`src/rtl/kbd_pkg.sv`:
```
// kbd_pkg: definitions shared by the PS/2 scan code decoder and its FIFO.
//   kbd_state_e  : decoder FSM states
//   BYTE_*       : protocol byte constants (prefixes and keyboard replies)
//   kbd_event_t  : packed event {make, ext, code[7:0]} stored in the FIFO
//   is_discard() : true for reply/status bytes that never produce an event
package kbd_pkg;

  typedef enum logic [1:0] {
    IDLE_ST    = 2'd0,
    EXT_ST     = 2'd1,
    BRK_ST     = 2'd2,
    EXT_BRK_ST = 2'd3
  } kbd_state_e;

  localparam logic [7:0] BYTE_E0 = 8'hE0;  // extended-key prefix
  localparam logic [7:0] BYTE_F0 = 8'hF0;  // break (release) prefix
  localparam logic [7:0] BYTE_AA = 8'hAA;  // self-test passed
  localparam logic [7:0] BYTE_FA = 8'hFA;  // acknowledge
  localparam logic [7:0] BYTE_EE = 8'hEE;  // echo
  localparam logic [7:0] BYTE_FE = 8'hFE;  // resend request

  typedef struct packed {
    logic       make;
    logic       ext;
    logic [7:0] code;
  } kbd_event_t;

  // Keyboard replies and the error/overrun bytes 00/FF carry no key event.
  function automatic logic is_discard(input logic [7:0] b);
    return (b == BYTE_AA) || (b == BYTE_FA) || (b == BYTE_EE) ||
           (b == BYTE_FE) || (b == 8'h00)   || (b == 8'hFF);
  endfunction

endpackage

```
`src/rtl/event_fifo.sv`:
```
// event_fifo: synchronous FIFO with an extra pointer bit for full/empty.
//   clk, resetN   : clock, asynchronous active-low reset (clears storage too)
//   push, wdata   : write request and data; accepted when not full or when
//                   a pop happens in the same cycle
//   pop           : read request; ignored while empty
//   rdata         : head entry, combinational
//   empty, full   : occupancy flags
module event_fifo #(
  parameter int DEPTH = 4,
  parameter int WIDTH = 10
) (
  input  logic             clk,
  input  logic             resetN,
  input  logic             push,
  input  logic [WIDTH-1:0] wdata,
  input  logic             pop,
  output logic [WIDTH-1:0] rdata,
  output logic             empty,
  output logic             full
);

  localparam int AW = $clog2(DEPTH);

  logic [AW:0]      wr_ptr_q, wr_ptr_d;
  logic [AW:0]      rd_ptr_q, rd_ptr_d;
  logic [WIDTH-1:0] mem_q [DEPTH];
  logic             do_push, do_pop;

  assign empty = (wr_ptr_q == rd_ptr_q);
  assign full  = (wr_ptr_q[AW] != rd_ptr_q[AW]) &&
                 (wr_ptr_q[AW-1:0] == rd_ptr_q[AW-1:0]);
  assign rdata = mem_q[rd_ptr_q[AW-1:0]];

  // A pop frees the head slot at the same edge, so a push into a full
  // FIFO is still accepted when paired with a pop.
  assign do_pop  = pop && !empty;
  assign do_push = push && (!full || do_pop);

  always_comb begin
    wr_ptr_d = wr_ptr_q;
    rd_ptr_d = rd_ptr_q;
    if (do_push) wr_ptr_d = wr_ptr_q + 1'b1;
    if (do_pop)  rd_ptr_d = rd_ptr_q + 1'b1;
  end

  always_ff @(posedge clk or negedge resetN) begin
    if (!resetN) begin
      wr_ptr_q <= '0;
      rd_ptr_q <= '0;
      for (int i = 0; i < DEPTH; i++) mem_q[i] <= '0;
    end else begin
      wr_ptr_q <= wr_ptr_d;
      rd_ptr_q <= rd_ptr_d;
      if (do_push) mem_q[wr_ptr_q[AW-1:0]] <= wdata;
    end
  end

endmodule

```
`src/rtl/scancode_decoder.sv`:
```
// scancode_decoder: turns PS/2 set-2 bytes into make/break key events.
//   clk, resetN        : clock, asynchronous active-low reset
//   din, din_new       : received byte and its one-cycle strobe
//   ev_rd              : pop the FIFO head (ignored while ev_valid=0)
//   ev_valid           : event FIFO not empty
//   ev_code/ext/make   : head event fields, combinational from the FIFO
//   proto_err          : one-cycle pulse on a bad sequence or prefix timeout
//   ovf                : sticky, an event was dropped on a full FIFO
//   state_dbg          : current FSM state
// Optional feature (macro SCANCODE_KEYTABLE_EN): key_query {ext,code} and
// combinational key_down backed by a 512-entry pressed-key table.
module scancode_decoder
  import kbd_pkg::*;
#(
  parameter int FIFO_DEPTH     = 4,
  parameter int TIMEOUT_CYCLES = 50000
) (
  input  logic       clk,
  input  logic       resetN,
  input  logic [7:0] din,
  input  logic       din_new,
  input  logic       ev_rd,
  output logic       ev_valid,
  output logic [7:0] ev_code,
  output logic       ev_ext,
  output logic       ev_make,
  output logic       proto_err,
  output logic       ovf,
`ifdef SCANCODE_KEYTABLE_EN
  input  logic [8:0] key_query,
  output logic       key_down,
`endif
  output kbd_state_e state_dbg
);

  localparam int TW = (TIMEOUT_CYCLES > 1) ? $clog2(TIMEOUT_CYCLES) : 1;

  kbd_state_e state_q, state_d;
  logic [TW-1:0] tmo_cnt_q, tmo_cnt_d;
  logic          proto_err_q, proto_err_d;
  logic          ovf_q, ovf_d;
  // Decoded events pass through one register stage before the FIFO.
  logic          push_q, push_d;
  kbd_event_t    push_ev_q, push_ev_d;

  kbd_event_t    head_ev;
  logic          fifo_empty, fifo_full, fifo_pop;

  assign state_dbg = state_q;
  assign proto_err = proto_err_q;
  assign ovf       = ovf_q;
  assign ev_valid  = !fifo_empty;
  assign ev_code   = head_ev.code;
  assign ev_ext    = head_ev.ext;
  assign ev_make   = head_ev.make;
  assign fifo_pop  = ev_rd && !fifo_empty;

  always_comb begin
    state_d     = state_q;
    push_d      = 1'b0;
    push_ev_d   = '0;
    proto_err_d = 1'b0;
    if (din_new) begin
      unique case (state_q)
        IDLE_ST: begin
          if (din == BYTE_E0)      state_d = EXT_ST;
          else if (din == BYTE_F0) state_d = BRK_ST;
          else if (!is_discard(din)) begin
            push_d    = 1'b1;
            push_ev_d = '{make: 1'b1, ext: 1'b0, code: din};
          end
        end
        EXT_ST: begin
          if (din == BYTE_F0)      state_d = EXT_BRK_ST;
          else if (din != BYTE_E0) begin
            push_d    = 1'b1;
            push_ev_d = '{make: 1'b1, ext: 1'b1, code: din};
            state_d   = IDLE_ST;
          end
        end
        BRK_ST, EXT_BRK_ST: begin
          state_d = IDLE_ST;
          if (din == BYTE_E0 || din == BYTE_F0) begin
            proto_err_d = 1'b1;
          end else begin
            push_d    = 1'b1;
            push_ev_d = '{make: 1'b0, ext: (state_q == EXT_BRK_ST), code: din};
          end
        end
        default: state_d = IDLE_ST;
      endcase
    end else if (state_q != IDLE_ST && tmo_cnt_q == TW'(TIMEOUT_CYCLES - 1)) begin
      // A strobe in the same cycle takes the branch above instead.
      state_d     = IDLE_ST;
      proto_err_d = 1'b1;
    end

    // Counter measures the gap since the last byte while a prefix is pending.
    if (din_new || state_q == IDLE_ST || state_d == IDLE_ST) tmo_cnt_d = '0;
    else                                                      tmo_cnt_d = tmo_cnt_q + 1'b1;

    ovf_d = ovf_q | (push_q && fifo_full && !fifo_pop);
  end

  always_ff @(posedge clk or negedge resetN) begin
    if (!resetN) begin
      state_q     <= IDLE_ST;
      tmo_cnt_q   <= '0;
      proto_err_q <= 1'b0;
      ovf_q       <= 1'b0;
      push_q      <= 1'b0;
      push_ev_q   <= '0;
    end else begin
      state_q     <= state_d;
      tmo_cnt_q   <= tmo_cnt_d;
      proto_err_q <= proto_err_d;
      ovf_q       <= ovf_d;
      push_q      <= push_d;
      push_ev_q   <= push_ev_d;
    end
  end

  event_fifo #(
    .DEPTH (FIFO_DEPTH),
    .WIDTH ($bits(kbd_event_t))
  ) u_fifo (
    .clk    (clk),
    .resetN (resetN),
    .push   (push_q),
    .wdata  (push_ev_q),
    .pop    (fifo_pop),
    .rdata  (head_ev),
    .empty  (fifo_empty),
    .full   (fifo_full)
  );

`ifdef SCANCODE_KEYTABLE_EN
  logic [511:0] key_tbl_q, key_tbl_d;

  // Tracks key state from every decoded event, even ones the FIFO drops.
  always_comb begin
    key_tbl_d = key_tbl_q;
    if (push_q) key_tbl_d[{push_ev_q.ext, push_ev_q.code}] = push_ev_q.make;
  end

  always_ff @(posedge clk or negedge resetN) begin
    if (!resetN) key_tbl_q <= '0;
    else         key_tbl_q <= key_tbl_d;
  end

  assign key_down = key_tbl_q[key_query];
`endif

endmodule
```
`config.mk`:
```
export PLATFORM = sky130hd
export DESIGN_NAME = scancode_decoder
export DESIGN_NICKNAME = d
export VERILOG_FILES = /design/src/rtl/kbd_pkg.sv /design/src/rtl/event_fifo.sv /design/src/rtl/scancode_decoder.sv
export SDC_FILE = /design/constraint.sdc
export NUM_CORES = 1
export LEC_CHECK = 0
export ABC_CLOCK_PERIOD_IN_PS = 3200
export CAP_MARGIN = 20
export CELL_PAD_IN_SITES_DETAIL_PLACEMENT = 0
export CELL_PAD_IN_SITES_GLOBAL_PLACEMENT = 1
export CORE_MARGIN = 8
export CORE_UTILIZATION = 30
export DETAILED_ROUTE_END_ITERATION = 10
export DONT_BUFFER_PORTS = 1
export PLACE_DENSITY_LB_ADDON = 0.1
export SYNTH_ARGS = -nofsm -noshare
export SYNTH_HDL_FRONTEND = slang
export SYNTH_SLANG_ARGS = --single-unit
```
`constraint.sdc`:
```
create_clock -name clk -period 3.2 [get_ports clk]
set_clock_uncertainty 0.15 [all_clocks]
set_input_delay 0 -clock clk [delete_from_list [all_inputs] [get_ports clk]]
set_output_delay 0 -clock clk [all_outputs]
set_load 0.005 [all_outputs]
```
# Yosys cells after proc, flatten, opt, wreduce, memory -nomap -nowiden
# Cells that the tools add are included.
classes:
  add_sub_neg: 3
  magnitude_cmp: 3
  eq_ne: 15
  mux: 34
  bitwise: 3
  reduce_logical: 25
op_table:
  columns: ["op", "n"]
  rows:
  - ["$mux W10", 9]
  - ["$eq A8 B8 Y1 const B", 7]
  - ["$bwmux W40", 1]
  - ["$pmux W10 S3", 1]
  - ["$bmux W10 S2", 1]
  - ["$demux W10 S2", 1]
  - ["$add A16 B1 Y16 const B", 1]
  - ["$eq A16 B16 Y1 const B", 1]
  - ["$mux W16", 1]
  - ["$mux W2", 6]
  - ["$mux W1", 11]
  - ["$logic_or A1 B1 Y1", 9]
  - ["$mux W9", 1]
  - ["$logic_and A1 B1 Y1", 8]
  - ["$logic_not A8 Y1", 1]
  - ["$ne A8 B8 Y1 const B", 1]
  - ["$add A3 B1 Y3 const B", 2]
  - ["$ge A3 B3 Y1 const B", 2]
  - ["$not A2 Y3", 2]
  - ["$pmux W2 S3", 1]
  - ["$eq A2 B2 Y1 const B", 2]
  - ["$logic_not A2 Y1", 2]
  - ["$eq A3 B3 Y1", 1]
  - ["$logic_not A1 Y1", 3]
  - ["8 further kinds", 8]
word_totals:
  reg_bits: 77
  input_bits: 12

# Logic depth before layout (Yosys ltp)
depth:
  ltp_word: 11
  ltp_mapped: 6
  depth_no_buf: 5

# Hierarchy
# Synthesis repeated with hierarchy kept, for this count alone.
hier_totals:
  hier_cells: 292
  area_unflattened_um2: 3818.7
by_module_without_submodules:
  columns: ["module", "instances", "cells_per_inst", "area_per_inst_um2"]
  rows:
  - ["event_fifo", 1, 142, 2270.9]
  - ["scancode_decoder", 1, 150, 1547.7]

# Worst setup path after synthesis
# No wires, ideal clock.
synth_timing:
  kind: "register to register"
  from: "reg u_fifo.rd_ptr_q[1]"
  to: "reg u_fifo.mem_q[0] (netlist bit)"
  arrival_time_ns: 1.535
  t_required_ns: 2.925
  slack_ns: 1.390
  path_stages_with_launch: 6
  path_buffers: 1
  cell_sequence: "dfrtp_1 > xnor2_1 > a41oi_4 > nand2_2 > buf_6 > mux2_4"
synth_via:
  elab_chain_len: 6
synth_lines:
  columns: ["item", "line_no", "rtl"]
  rows:
  - ["from (decl)", "event_fifo.sv:25", "logic [AW:0] rd_ptr_q, rd_ptr_d;"]
  - ["from (signal assigned)", "event_fifo.sv:53", "rd_ptr_q <= rd_ptr_d;"]
  - ["$eq A3 B3 Y1", "event_fifo.sv:29", "assign empty = (wr_ptr_q == rd_ptr_q);"]
  - ["$logic_not A1 Y1", "event_fifo.sv:36, scancode_decoder.sv:56", null]
  - ["$logic_and A1 B1 Y1", "scancode_decoder.sv:56", "assign fifo_pop = ev_rd && !fifo_empty;"]
  - ["$logic_and A1 B1 Y1", "event_fifo.sv:36", "assign do_pop = pop && !empty;"]
  - ["$logic_or A1 B1 Y1 *", "event_fifo.sv:37", "assign do_push = push && (!full || do_pop);"]
  - ["$logic_and A1 B1 Y1 *", "event_fifo.sv:37", null]
  - ["to (signal, indexed assignment)", "event_fifo.sv:54", "if (do_push) mem_q[wr_ptr_q[AW-1:0]] <= wdata;"]
  - ["to (decl)", "event_fifo.sv:26", "logic [WIDTH-1:0] mem_q [DEPTH];"]
# Every way passes the cells marked *; elsewhere a longest branch is shown, timed or not.
# A chain may end at the register's enable or synchronous reset.

# Final worst setup path
layout_timing:
  from: "reg u_fifo.wr_ptr_q[1]"
  to: "reg u_fifo.mem_q[2] (netlist bit)"
layout_via:
  elab_chain_len: 6
layout_lines:
  columns: ["item", "line_no", "rtl"]
  rows:
  - ["from (decl)", "event_fifo.sv:24", "logic [AW:0] wr_ptr_q, wr_ptr_d;"]
  - ["from (signal assigned)", "event_fifo.sv:52", "wr_ptr_q <= wr_ptr_d;"]
  - ["$not A2 Y3 (implied by the code) / $eq A3 B3 Y1 (equally long branches)", "event_fifo.sv:54, event_fifo.sv:29", null]
  - ["$ge A3 B3 Y1 (implied by the code), or another cell as far along", "event_fifo.sv:54", null]
  - ["$logic_and A1 B1 Y1, on equally long branches", "event_fifo.sv:54, scancode_decoder.sv:56", null]
  - ["$mux W10 (implied by the code) / $logic_and A1 B1 Y1 (equally long branches)", "event_fifo.sv:54, event_fifo.sv:36", null]
  - ["$demux W10 S2 / $logic_or A1 B1 Y1 (equally long branches)", "event_fifo.sv:54, event_fifo.sv:37", null]
  - ["$bwmux W40 / $logic_and A1 B1 Y1 (equally long branches)", "event_fifo.sv:54, event_fifo.sv:37", null]
# Several ways; a longest one is shown, not always the timed one.

==> impl_summary.txt <==
----------------------------------------------------
[Synthesis]
  Cell with the most instances after synthesis ... sky130_fd_sc_hd__dfrtp_1
  Most frequently used flop master after synthesis ... sky130_fd_sc_hd__dfrtp_1
  Sequential fraction of the synthesis area ... between 50% and 60%
  Warning count from the yosys run ... 0
  Distinct cells, synth ... 40
  Cell types occupying the most area after synthesis ... sky130_fd_sc_hd__dfrtp_1 54%, sky130_fd_sc_hd__mux2_2 10%, sky130_fd_sc_hd__mux4_2 6.4%
  EDFF count, synth ... 0
  Instance count of the mapped netlist ... 270
  Leading post-synthesis cells by instance count ... 77 x sky130_fd_sc_hd__dfrtp_1, 32 x sky130_fd_sc_hd__mux2_2, 22 x sky130_fd_sc_hd__nor2_1
  Mean post-synth cell area ... 13.12 um2
  Syn_nets ... roughly 290
  Synthesis-stage register bit count ... 77
  Cell type with the highest aggregate area in the netlist ... sky130_fd_sc_hd__dfrtp_1
  Syn Std Cell Area ... about 3500 um2
  Async S/R FF share, synth ... 100.0%
  Area fraction of the dominant cell type after synthesis ... a little over half

[Timing]
  Max-slew violation total from the final report ... 0
  Final worst-path cycle share ... 64.27%
  Maximum clock frequency ... 0.4863 GHz
  Measured slew at the worst slew-check pin ... ~700 ps
  Relative max-transition margin ... between 50% and 60%
  Final setup viols ... 0
  Unrepaired setup endpoints after global routing ... no
  Shortest clock period the worst path allows after layout ... a little over 2000 ps
  Final Hold Violating Endpoints ... 0
  Final worst-path setup slack ... 1144 ps
  Post-Route Setup TNS ... 0 ps

[Floorplan]
  Area of the die ... 15550 um2
  Boundary pin count ... 27
  FP Rows ... 39
  Core ar. ... about 11000 um2
  Vert. Die Dim ... between 100 and 150 um
  Initial Utilization ... 30.90%
  Width of the chip ... around 120 um

[CTS]
  TritonCTS Buffers ... 9
  Clock Tree Root ... sky130_fd_sc_hd__clkbuf_16
  Clock tree from TritonCTS ... done
  CTS Buffer Depth ... 2
  Sink count of the clock tree ... 77
  Register clock-pin slew on the reported worst setup and hold paths ... about 60 ps
  Insertion delay of the later-clocked pin in the worst-skew pair ... about 340 ps
  # Post-CTS Setup Buffers ... 0
  Maximum level of the CTS H-tree ... 3

[Global route]
  Gr usage total ... a little over a tenth
  Initial antenna violation count ... 0
  Overflow left after global routing ... 0
  Via count of the first global-routing pass ... roughly 2.4k
  Wire length of the first global-routing pass ... between 10 and 15 mm
  Maximum number of pins on one net before global-route repair ... between 70 and 80

[Place]
  Number of buffers inserted by port buffering ... 0
  Number of placed cells counting well taps ... 409
  RePlAce Congestion ... about 0.71
  Post-Place Setup Slack ... roughly 1100 ps
  Post-detailed-placement half-perimeter wirelength ... between 5 and 6 mm

[Final layout]
  Inserted Diodes ... 0
  Post-synthesis to final-layout area growth ... 19.70%
  Reg area ... approximately 1900 um2
  Nets ... ~310
  Proportion of layout cells with a drive suffix above 1 ... 26.09%
  Multi-input combinational cell area ... around 1600 um2
  Final-layout fill cell count ... ~1.1k
  Finished Layout Cells ... roughly 440

[Routing]
  Post-detailed-route DRC marker count ... 0
  Antenna-violating nets left ... 0
  DR pass1 iterations ... 4
  Wirelength per Cell ... between 15 and 20 um
  Final WL ... 7.844 mm
  Vias post-DR ... approximately 2.2k
  Routed vias/inst ... between 5 and 6
  First-iteration detailed-routing DRC count ... slightly below 100

[Worst setup path]
  CP endpoint kind ... flip-flop
  Critical-path cell with the highest stage delay ... sky130_fd_sc_hd__dfrtp_1
  CP arrival ... around 2100 ps
  Required time at the endpoint of the critical path ... 3270 ps
  Top fanout value on the critical path ... 11
  Critical path start-end classification ... reg -> reg
  Delay of the slowest cell on the worst path ... between 400 and 500 ps
  Cells along the critical path ... xnor2_1 > a41oi_4 > nand2_2 > mux2_2
  Type of element launching the critical path ... flip-flop

[Flow run]
  MaxCap Viol Count ... 0

[Pwr]
  Power density over the cells ... 835.0 nW/um2
  Pleak ... 0.001852 uW
  IR drop worst, VDD ... about 0.00034 V

[Status]
  Status ... finished clean

[Hold path]
  Min-Delay Path Class ... in -> reg

----------------------------------------------------
==> where the power goes <==
group	switching, uW	internal [uW]
logic	433	535
clock network	403	781
registers	158	1230
total	995	2550
==> final timing paths <==
kind	from	end	slack, ps	cells after the start
worst max register to register	u_fifo.wr_ptr_q[1]	u_fifo.mem_q[2]	1140	4
min in group asynchronous	resetN	u_fifo.rd_ptr_q[2]	60	2
max in group asynchronous	resetN	tmo_cnt_q[13]	2520	2
worst max-delay path	u_fifo.wr_ptr_q[1]	u_fifo.mem_q[2]	1140	4
worst min register to register	tmo_cnt_q[0]	tmo_cnt_q[0]	300	1
worst min-delay path	din[2]	push_ev_q[9]	20	4
==> placed cells by master (no fill, tap or decap), types with 4 or more instances in the layout <==
master / instances
sky130_fd_sc_hd__dfrtp_1: 77
sky130_fd_sc_hd__mux2_2: 32
sky130_fd_sc_hd__nor2_1: 22
sky130_fd_sc_hd__dlygate4sd3_1: 16
sky130_fd_sc_hd__xnor2_1: 13
sky130_fd_sc_hd__nand2_1: 12
sky130_fd_sc_hd__mux4_2: 10
sky130_fd_sc_hd__nand3_1: 10
sky130_fd_sc_hd__inv_1: 9
sky130_fd_sc_hd__and3_1: 9
sky130_fd_sc_hd__mux2_4: 9
sky130_fd_sc_hd__clkbuf_16: 9
sky130_fd_sc_hd__xor2_1: 6
sky130_fd_sc_hd__ha_1: 6
sky130_fd_sc_hd__nor4_1: 5
sky130_fd_sc_hd__nand4_1: 5
sky130_fd_sc_hd__a21oi_1: 4
sky130_fd_sc_hd__nand2_2: 4
==> stage by stage <==
step           cell area (um2)  hold slack [ps]  util (%)  total power, uW
2_1_floorplan             3543           -445.6         -             2132
3_3_place_gp              3705           -441.4     32.31             2340
3_5_place_dp              3705           -440.7     32.31             2362
4_1_cts                   4242            2.543     36.99             3621
5_1_grt                   4242            40.45     36.99             3739
6_report                  4242            16.93     36.99             3542
==> cell type report <==
class                      instances  area share, %
clock buffer                      10          5.634
tap                              143          4.218
clock inverter                     6          2.596
timing repair buffer              19          4.779
multi-input combinational        178          36.55
inverter                           9         0.7965
sequential                        77          45.43
==> kinds of logic (layout without fill, tap and decap cells) <==
group	after synthesis	after routing	synth area share, %
flops	77	77	54.38
mux	51	51	20.34
compound gates	24	24	5.332
xor+xnor	19	19	4.696
simple gates	78	78	11.26
fa+ha+maj	6	6	2.119
buf+inv	15	44	1.871
==> metal layers <==
layer / up-vias / share of wire, % / GRT usage [%]
met3: 8 / 5.5 / 3.915
met5: - / 0 / 0
li1: 1033 / - / -
met2: 47 / 45 / 15.74
met1: 1123 / 48 / 13.53
met4: 0 / 1.5 / 4.678
==> what timing repair did <==
action | 4_1_cts | 5_1_grt
endpoints found under the hold margin | 97 | 0
setup endpoints to repair | 0 | 0
hold buffers | 17 | 0
resized for setup | 0 | 0
==> state kept, by name (all words and copies together) (netlist names) <==
| register | cells |
|---|---|
| tmo_cnt_q | 16 |
| ovf | 1 |
| u_fifo.wr_ptr_q | 3 |
| push_ev_q | 10 |
| state_dbg | 2 |
| u_fifo.rd_ptr_q | 3 |
| push_q | 1 |
| proto_err | 1 |
| u_fifo.mem_q | 40 |
==> critical path, delay by kind of cell (launching register included) <==
family	cells	cell delay (ps)
AO/OA/AOI/OAI	1	260
XOR/XNOR	1	350
flip-flops	1	420
multiplexers	1	380
AND/OR/NAND/NOR	1	380
(Power assumes the default switching activity.)
